==> config.mk <==
export PLATFORM = sky130hd
export DESIGN_NAME = video_timing
export DESIGN_NICKNAME = d
export VERILOG_FILES = /design/src/rtl/video_pkg.sv /design/src/rtl/video_timing_raster_counter.sv /design/src/rtl/video_timing.sv
export SDC_FILE = /design/constraint.sdc
export NUM_CORES = 1
export LEC_CHECK = 0
export CAP_MARGIN = 20
export CORE_ASPECT_RATIO = 0.75
export CORE_MARGIN = 3
export CORE_UTILIZATION = 47
export CTS_CLUSTER_SIZE = 14
export DETAILED_ROUTE_END_ITERATION = 7
export MAX_ROUTING_LAYER = met4
export PLACE_DENSITY = 0.84
export REMOVE_ABC_BUFFERS = 1
export SKIP_CTS_REPAIR_TIMING = 1
export SLEW_MARGIN = 25
export SYNTH_ARGS = -nofsm -noshare
export SYNTH_HDL_FRONTEND = slang
export SYNTH_SLANG_ARGS = --single-unit
export TNS_END_PERCENT = 1
==> constraint.sdc <==
create_clock -name clk -period 4.7 [get_ports clk]
set_input_delay 1.175 -clock clk [delete_from_list [all_inputs] [get_ports clk]]
set_output_delay 1.175 -clock clk [all_outputs]
set_load 0.01 [all_outputs]
==> src/rtl/video_pkg.sv <==
// Shared constants and types for the raster timing path (640x480@60 defaults).
package video_pkg;

   localparam int CNT_W = 10;

   localparam int DEF_H_ACTIVE = 640;
   localparam int DEF_H_FP     = 16;
   localparam int DEF_H_SYNC   = 96;
   localparam int DEF_H_BP     = 48;
   localparam int DEF_V_ACTIVE = 480;
   localparam int DEF_V_FP     = 10;
   localparam int DEF_V_SYNC   = 2;
   localparam int DEF_V_BP     = 33;

   localparam int H_TOTAL = DEF_H_ACTIVE + DEF_H_FP + DEF_H_SYNC + DEF_H_BP;
   localparam int V_TOTAL = DEF_V_ACTIVE + DEF_V_FP + DEF_V_SYNC + DEF_V_BP;

   localparam bit SYNC_ACTIVE_LOW = 1'b0;

   typedef logic [23:0] rgb888_t;

endpackage

==> src/rtl/video_timing_raster_counter.sv <==
// Wrapping counter with active-region and sync-window decode; used for both h and v.
module raster_counter
   import video_pkg::*;
#(
   parameter int TOTAL      = 800,
   parameter int ACTIVE     = 640,
   parameter int SYNC_START = 656,
   parameter int SYNC_LEN   = 96
) (
   input  logic             clk,
   input  logic             i_rst,
   input  logic             i_en,
   output logic [CNT_W-1:0] o_cnt,
   output logic             o_last,
   output logic             o_wrap,
   output logic             o_active,
   output logic             o_sync
);

   localparam logic [CNT_W-1:0] LAST_VAL   = CNT_W'(TOTAL - 1);
   localparam logic [CNT_W-1:0] ACTIVE_VAL = CNT_W'(ACTIVE);
   localparam logic [CNT_W-1:0] SYNC_FIRST = CNT_W'(SYNC_START);
   localparam logic [CNT_W-1:0] SYNC_LAST  = CNT_W'(SYNC_START + SYNC_LEN - 1);

   logic [CNT_W-1:0] r_cnt;

   // Count when enabled, return to 0 after the last position.
   always_ff @(posedge clk) begin
      if (i_rst) begin
         r_cnt <= '0;
      end else if (i_en) begin
         if (r_cnt == LAST_VAL) r_cnt <= '0;
         else                   r_cnt <= r_cnt + 1'b1;
      end
   end

   assign o_cnt    = r_cnt;
   assign o_last   = (r_cnt == LAST_VAL);
   assign o_wrap   = i_en && (r_cnt == LAST_VAL);
   assign o_active = (r_cnt < ACTIVE_VAL);
   assign o_sync   = (r_cnt >= SYNC_FIRST) && (r_cnt <= SYNC_LAST);

endmodule

==> src/rtl/video_timing.sv <==
// Raster timing generator: stage 0 counters, stage 1 ppu strobes, stage 2 display outputs.
// There is no handshake: i_pixel arrives one cycle after o_rd (ppu registered response),
// so it lines up with stage 2 and is gated by the stage-2 active flag without backpressure.
module video_timing
   import video_pkg::*;
#(
   parameter int H_ACTIVE = DEF_H_ACTIVE,
   parameter int H_FP     = DEF_H_FP,
   parameter int H_SYNC   = DEF_H_SYNC,
   parameter int H_BP     = DEF_H_BP,
   parameter int V_ACTIVE = DEF_V_ACTIVE,
   parameter int V_FP     = DEF_V_FP,
   parameter int V_SYNC   = DEF_V_SYNC,
   parameter int V_BP     = DEF_V_BP,
   parameter bit SYNC_POL = SYNC_ACTIVE_LOW
) (
   input  logic        clk,
   input  logic        i_rst,
   input  rgb888_t     i_pixel,
   output logic        o_rd,
   output logic        o_newline,
   output logic        o_newframe,
   output logic [9:0]  o_x,
   output logic [9:0]  o_y,
   output logic        o_hsync,
   output logic        o_vsync,
   output logic        o_de,
   output rgb888_t     o_rgb,
   output logic [7:0]  o_frame
);

   localparam int H_TOT = H_ACTIVE + H_FP + H_SYNC + H_BP;
   localparam int V_TOT = V_ACTIVE + V_FP + V_SYNC + V_BP;

   logic [CNT_W-1:0] w_h, w_v;
   logic w_h_last, w_h_wrap, w_h_act, w_h_sync;
   logic w_v_last, w_v_wrap, w_v_act, w_v_sync;
   logic w_nf_cond, w_nl_cond;

   raster_counter #(
      .TOTAL(H_TOT), .ACTIVE(H_ACTIVE), .SYNC_START(H_ACTIVE + H_FP), .SYNC_LEN(H_SYNC)
   ) u_h (
      .clk(clk), .i_rst(i_rst), .i_en(1'b1),
      .o_cnt(w_h), .o_last(w_h_last), .o_wrap(w_h_wrap), .o_active(w_h_act), .o_sync(w_h_sync)
   );

   raster_counter #(
      .TOTAL(V_TOT), .ACTIVE(V_ACTIVE), .SYNC_START(V_ACTIVE + V_FP), .SYNC_LEN(V_SYNC)
   ) u_v (
      .clk(clk), .i_rst(i_rst), .i_en(w_h_wrap),
      .o_cnt(w_v), .o_last(w_v_last), .o_wrap(w_v_wrap), .o_active(w_v_act), .o_sync(w_v_sync)
   );

   // Newline and newframe are mutually exclusive: the last line only raises newframe.
   assign w_nf_cond = w_h_last && w_v_last;
   assign w_nl_cond = w_h_last && !w_v_last;

   logic       r_rd, r_nl, r_nf, r_hs1, r_vs1;
   logic [9:0] r_x, r_y;
   logic [7:0] r_frame;

   // Stage 1: registered decode of the counters; frame count steps with newframe.
   always_ff @(posedge clk) begin
      if (i_rst) begin
         r_rd    <= 1'b0;
         r_nl    <= 1'b0;
         r_nf    <= 1'b0;
         r_x     <= '0;
         r_y     <= '0;
         r_hs1   <= 1'b0;
         r_vs1   <= 1'b0;
         r_frame <= '0;
      end else begin
         r_rd  <= w_h_act && w_v_act;
         r_nl  <= w_nl_cond;
         r_nf  <= w_nf_cond;
         r_x   <= w_h;
         r_y   <= w_v;
         r_hs1 <= w_h_sync;
         r_vs1 <= w_v_sync;
         if (w_nf_cond) r_frame <= r_frame + 8'd1;
      end
   end

   logic r_de, r_hsync, r_vsync;

   // Stage 2: data enable and syncs delayed one more cycle to meet the ppu pixel.
   always_ff @(posedge clk) begin
      if (i_rst) begin
         r_de    <= 1'b0;
         r_hsync <= !SYNC_POL;
         r_vsync <= !SYNC_POL;
      end else begin
         r_de    <= r_rd;
         r_hsync <= r_hs1 ? SYNC_POL : !SYNC_POL;
         r_vsync <= r_vs1 ? SYNC_POL : !SYNC_POL;
      end
   end

   assign o_rd       = r_rd;
   assign o_newline  = r_nl;
   assign o_newframe = r_nf;
   assign o_x        = r_x;
   assign o_y        = r_y;
   assign o_frame    = r_frame;
   assign o_de       = r_de;
   assign o_hsync    = r_hsync;
   assign o_vsync    = r_vsync;
   assign o_rgb      = r_de ? i_pixel : '0;

endmodule

==> results.md, run 1 <==
* Pre-antenna DRT Iters at 4
* Post-synth EDFFs at 0
* Area growth syn-to-layout at 41.70%
* Final wirelength at 4.964 mm
* Period utilisation layout at approximately 74%
* WP data arrival at about 2.3 ns
* Yosys cell types at 33
* Slowest CP cell: clkdlybuf4s50_1
* FP Rows at 21
* Routed Antenna Nets at 0
* Final net count at ~360
* Worst endpoint required time at around 3.5 ns
* CTS clk-pin slew, worst paths at about 0.080 ns
* Port Buf Inserts at 83
* R2R depth at 6
* Synth warn at 0
* Clock Tree Root: clkbuf_8
* Synth cell count leaders: 56 x dfxtp_1, 25 x and2_1, 23 x nor2_1
* Relative slew margins at a little under half
* Final WS setup at about 1.2 ns
* Crit Reg-Reg Endpoint: o_frame[5]
* CTS tree: built
* Synth top area cells: dfxtp_1 49%, and2_1 6.8%, nor2b_1 4.1%
* Ys async rst share at 0%
* Hold crit path type: register to register
* DIE AREA at between 5000 and 6000 sq um
* Post-synthesis sequential area ratio at 48.78%
* CP Cell Sequence: clkdlybuf4s50_1 > and2_1 > clkdlybuf4s50_1
* Maximum clock frequency at 0.2871 GHz
* Die Wd at approximately 87 um
* Worst vdd rail ir drop at about 200 uV
* ANT cells at 0
* Setup Viol. Count Final at 0
* Worst-margin pin slew at 0.8003 ns
* Starting DRT DRC Count at 84
* Worst clock skew at 0.005520 ns
* Element type at the critical path end: output pin
* Hold path start: r_vs1
* Hold Crit Depth at 1
* DRC violations left at 0
* Vias per cell at just over 5
* Per-cell routed wire length at ~13 um
* Post-Syn Area at between 2000 and 2500 sq um
* RR Startpoint: u_v.o_cnt[0]
* Min-Delay Endpoint: o_vsync
* Critical path peak fanout at 1
* Leading area contributor after synthesis: dfxtp_1
* R2R Setup Slk at roughly 2.2 ns
* Mean Syn Cell Area at 9.157 sq um
* Cell count after synthesis at around 250
* CP Class: input pin to output pin
* DP HPWL at 3.662 mm
* Largest net degree at the start of global routing at 42
* Gr ovfl total at 0
* CTS buffer count at 5
* Core area at approximately 4600 sq um
* Max cap viols at 0
* Synthesis-stage register bit count at 56
* Final Hold Vio Count at 0
* CTS sink cnt at between 50 and 60
* Count leader, synth: dfxtp_1
* Starting density of the core at roughly half
* Hold WS at between 0.3 and 0.4 ns
* RSZ-0062 raised after global routing: false
* Via count at approximately 2k
* Die Y at 66.56 um
* CP dominant cell by count: clkdlybuf4s50_1
* Outcome: completed
* Overall Global Routing Usage at 18.32%
* Vias in the first global route at 1793
* Synth Flop Type: dfxtp_1
* Static Leak at around 1.1 nW
* Tmin final at ~3.5 ns
* Setup TNS at 0 ns
* DP Worst Slack at approximately 1.2 ns
* Pwr dens at 252.6 nW/um^2
* GPL Wtd Cong at 0.7828
* Largest stage delay on the critical path at 0.54 ns
* Post-synth top area share at 48.78%
* Ports at 84
* CTS max path bufs at 2
* Initial antenna violation count at 0
* Global-route wire length before repair at 8.107 mm
* Layout cells sized above 1 at approximately 3.6%
* CP Launch Type: input pin
* Clock H-tree levels at 2
* Slew Viols, Final at 0
* Worst-Skew Late Latency at roughly 0.31 ns
layout make-up:
| class | instances | area, sq um |
|---|---|---|
| multi-input combinational | 174 | 1096 |
| sequential | 56 | 1121 |
| inverter | 9 | 33.78 |
| timing repair buffer | 84 | 838.3 |
| tap | 57 | 71.32 |
| fill | 353 | 1341 |
| clock buffer | 7 | 96.34 |
through the flow:
step	utilization (%)	total power, mW	std cells	area [sq um]
2_1_floorplan	-	0.5137	239	2251
5_1_grt	70.83	0.8557	387	3257
3_5_place_dp	68.73	0.5633	380	3161
4_1_cts	70.83	0.8337	387	3257
6_report	70.83	0.8226	387	3257
3_3_place_gp	68.73	0.5621	380	3161
report_power, final:
part	switching, mW	leakage, nW	internal [mW]
combinational	0.0242	0.636	0.0433
clock	0.140	0.0503	0.131
sequential	0.00526	0.453	0.478
per-layer routing:
layer / vias up / global-route usage, % / wire length, um
met5: - / - / 0
met4: 0 / 5.253 / 53
met3: 6 / 6.057 / 399
met2: 72 / 30.15 / 2256
met1: 907 / 21.55 / 2255
li1: 1008 / - / -
registers in the layout (all words and copies together) (netlist names):
signal / count
o_x: 10
o_y: 10
u_h.o_cnt: 10
u_v.o_cnt: 10
o_frame: 8
o_de: 1
o_hsync: 1
o_newframe: 1
o_newline: 1
o_rd: 1
o_vsync: 1
r_hs1: 1
r_vs1: 1
placed cells by master, fill, tap and decap left out, types with 6 or more instances in the layout:
cell type	instances
nand3_1	14
or4_1	7
a21oi_1	14
nor2_1	23
or3_1	6
nor3_1	7
nand2_1	8
ha_1	6
clkdlybuf4s50_1	83
xnor2_1	9
clkbuf_8	7
dfxtp_1	56
inv_1	9
o31ai_1	7
nor2b_1	15
o21ai_1	6
and2_1	25
critical path, delay by kind of cell:
family / cells / cell delay [ns]
simple gates: 1 / 0.15
buf+inv: 2 / 0.98
cells by family after synthesis:
logic type	synth area share, %
AND/OR/NAND/NOR	32.17
flip-flops	48.78
AO/OA/AOI/OAI	7.621
buffers and inverters	3.538
XOR/XNOR	4.192
adder cells (fa/ha/maj)	3.266
multiplexers	0.4355
how the worst max path moves through the flow:
stage	startpoint	end	slack (ns)	cells past startpoint
after floorplan	i_pixel[0]	o_rgb[0]	2.19	1
after global placement	i_pixel[22]	o_rgb[22]	1.21	3
after detailed placement	i_pixel[22]	o_rgb[22]	1.21	3
after CTS	i_pixel[22]	o_rgb[22]	1.21	3
after global routing	i_pixel[22]	o_rgb[22]	1.18	3
final	i_pixel[22]	o_rgb[22]	1.22	3
Power figures use the tool's default switching activity.
==> run 2, diff against run 1 <==
- CORE_UTILIZATION: 47 -> 40
- PLACE_DENSITY: 0.84 -> 0.76
- clock period: 4.7 -> 2.97 ns (I/O delays scaled with it)
==> results.md, run 2 (synthesis gave the netlist of run 1 again) <==
* Routed Antenna Nets at 0 (unchanged)
* CTS clk-pin slew, worst paths at 0.09 ns (was 0.08 ns)
* Commonest non-fill, non-tap cells in the layout: 83 x clkdlybuf4s50_1, 56 x dfxtp_1, 25 x and2_1, 23 x nor2_1, 15 x nor2b_1 (unchanged)
* Setup Viol. Count Final at 0 (unchanged)
* Placed Area at 3206 sq um (was 3161 sq um)
* Largest net degree at the start of global routing at 26 (was 42)
* Crit Reg-Reg Endpoint: u_v.o_cnt[7] (was o_frame[5])
* CTS buffer count at 5 (unchanged)
* WP data arrival at 1.89 ns (was 2.31 ns)
* Metal3 WL at 591 um (was 399 um)
* Ports at 84 (unchanged)
* Port Buf Inserts at 83 (unchanged)
* Initial antenna violation count at 0 (unchanged)
* Worst-margin pin slew at 0.6546 ns (was 0.8003 ns)
* Clock Tree Root: clkbuf_8 (unchanged)
* Worst clock skew at 0.009810 ns (was 0.005520 ns)
* CP Launch Type: input pin (unchanged)
* Combinational share of power at 8.3% (was 8.2%)
* Via count at 2054 (was 1993)
* FP Rows at 23 (was 21)
* Final Hold Vio Count at 0 (unchanged)
* Max cap viols at 0 (unchanged)
* Critical path peak fanout at 1 (unchanged)
* Gr ovfl total at 0 (unchanged)
* DP HPWL at 3.931 mm (was 3.662 mm)
* Final WS setup at 0.3363 ns (was 1.217 ns)
* Hold crit path type: register to register (unchanged)
* Starting DRT DRC Count at 67 (was 84)
* Power, Total at 1.303 mW (was 0.8226 mW)
* Overall Global Routing Usage at 16.73% (was 18.32%)
* Met2 WL at 2.405 mm (was 2.256 mm)
* Pwr dens at 394.9 nW/um^2 (was 252.6 nW/um^2)
* Vias per cell at 5.022 (was 5.150)
* Final Instance Area at 3299 sq um (was 3257 sq um)
* DRT met1 WL at 2.332 mm (was 2.255 mm)
* ANT cells at 0 (unchanged)
* Setup TNS at 0 ns (unchanged)
* DP Worst Slack at 0.3152 ns (was 1.211 ns)
* Worst endpoint required time at 2.23 ns (was 3.52 ns)
* Maximum clock frequency at around 0.38 GHz
* R2R Setup Slk at 0.67 ns (was 2.17 ns)
* Element type at the critical path end: output pin (unchanged)
* CTS tree: built (unchanged)
* Pint at 1.017 mW (was 0.6531 mW)
* CTS sink cnt at 56 (unchanged)
* Worst-Skew Late Latency at 0.31 ns (about the same)
* Final net count at 365 (was 362)
* Worst vdd rail ir drop at 372.1 uV (was 202.5 uV)
* Switching power at 0.2863 mW (was 0.1694 mW)
* Die Wd at 93.53 um (was 86.75 um)
* Most common cell after layout, fill and taps aside: clkdlybuf4s50_1 (unchanged)
* Cells after DPL at 401 (was 380)
* Area growth syn-to-layout at 43.55% (was 41.70%)
* Tmin final at between 2 and 3 ns
* Power share of the clock group at 32.9% (was 33.0%)
* Starting density of the core at 42.26% (was 49.99%)
* Relative slew margins at 56.36% (was 46.64%)
* DRC violations left at 0 (unchanged)
* Final wirelength at 5.370 mm (was 4.964 mm)
* Reg area at 1121 sq um (unchanged)
* Layout cells sized above 1 at 4.491% (was 3.636%)
* Final cell count without fillers at 409 (was 387)
* DIE AREA at 6701 sq um (was 5774 sq um)
* Fill cell count at 471 (was 353)
* Clock H-tree levels at 2 (unchanged)
* Hold path start: r_vs1 (unchanged)
* GPL Wtd Cong at 0.7914 (was 0.7828)
* Min-Delay Endpoint: o_vsync (unchanged)
* Highest Signal Layer: met4 (unchanged)
* CP Class: input pin to output pin (unchanged)
* Area of the multi-input gates at 1096 sq um (unchanged)
* Vias in the first global route at 1868 (was 1793)
* Slew Viols, Final at 0 (unchanged)
* Global-route wire length before repair at 8.763 mm (was 8.107 mm)
* RR Startpoint: u_h.o_cnt[0] (was u_v.o_cnt[0])
* Pre-antenna DRT Iters at 4 (unchanged)
* Flop pwr share at 58.8% (about the same)
* Per-cell routed wire length at 13.13 um (was 12.83 um)
* Sw Ratio at 21.98% (was 20.60%)
* Die Y at 71.65 um (was 66.56 um)
* Outcome: completed (unchanged)
* R2R depth at 5 (was 6)
* Static Leak at 1.146 nW (was 1.139 nW)
* Hold Crit Depth at 1 (unchanged)
* Period utilisation layout at about nine tenths
* CTS max path bufs at 2 (unchanged)
* RSZ-0062 raised after global routing: false (unchanged)
* Core area at 5439 sq um (was 4598 sq um)
run 2: cell types whose count changed in the layout (fill, tap and decap cells not counted):
cell / delta
buf_4: +3
clkinvlp_4: +1
clkbuf_1: +1
clkbuf_8: -1
run 2: through the flow:
step | hold slack, ns | utilization (%)
finish | 0.3809 | 60.66
CTS | 0.3873 | 60.66
global placement | 0.3638 | 58.94
global route | 0.4014 | 60.66
detailed placement | 0.3656 | 58.94
floorplan | 0.3552 | -
run 2: final cells by class:
| class | instances | area share, % |
|---|---|---|
| sequential | 56 | 33.98 |
| multi-input combinational | 174 | 33.22 |
| timing repair buffer | 87 | 26.09 |
| tap | 75 | 2.844 |
| clock buffer | 7 | 2.617 |
| inverter | 9 | 1.024 |
| clock inverter | 1 | 0.2275 |
run 2: how the worst max path moves through the flow:
stage / to / slack, ns / startpoint / cells past startpoint
2_1_floorplan: o_frame[3] / 0.87 / u_v.o_cnt[0] / 6
3_3_place_gp: o_rgb[22] / 0.31 / i_pixel[22] / 3
3_5_place_dp: o_rgb[22] / 0.32 / i_pixel[22] / 3
4_1_cts: o_rgb[22] / 0.31 / i_pixel[22] / 3
5_1_grt: o_rgb[22] / 0.30 / i_pixel[22] / 3
6_report: o_rgb[22] / 0.34 / i_pixel[22] / 3
run 2: routing by layer:
layer	vias up	track usage (%)
li1	1018	-
met1	933	20.00
met2	96	27.02
met3	7	6.506
met4	0	3.526
met5	-	-
run 2: power groups by stage:
| stage | clock, mW | sequential, mW | combinational (mW) |
|---|---|---|---|
| 6_report | 0.429 | 0.766 | 0.108 |
| 5_1_grt | 0.470 | 0.768 | 0.117 |
| 4_1_cts | 0.444 | 0.766 | 0.110 |
| 3_5_place_dp | 0 | 0.784 | 0.109 |
| 3_3_place_gp | 0 | 0.783 | 0.108 |
| 2_1_floorplan | 0 | 0.783 | 0.0295 |
run 2: worst max-delay path: stages:
cell	delay, ns
clkdlybuf4s50_1	0.49
and2_1	0.13
clkdlybuf4s50_1	0.53
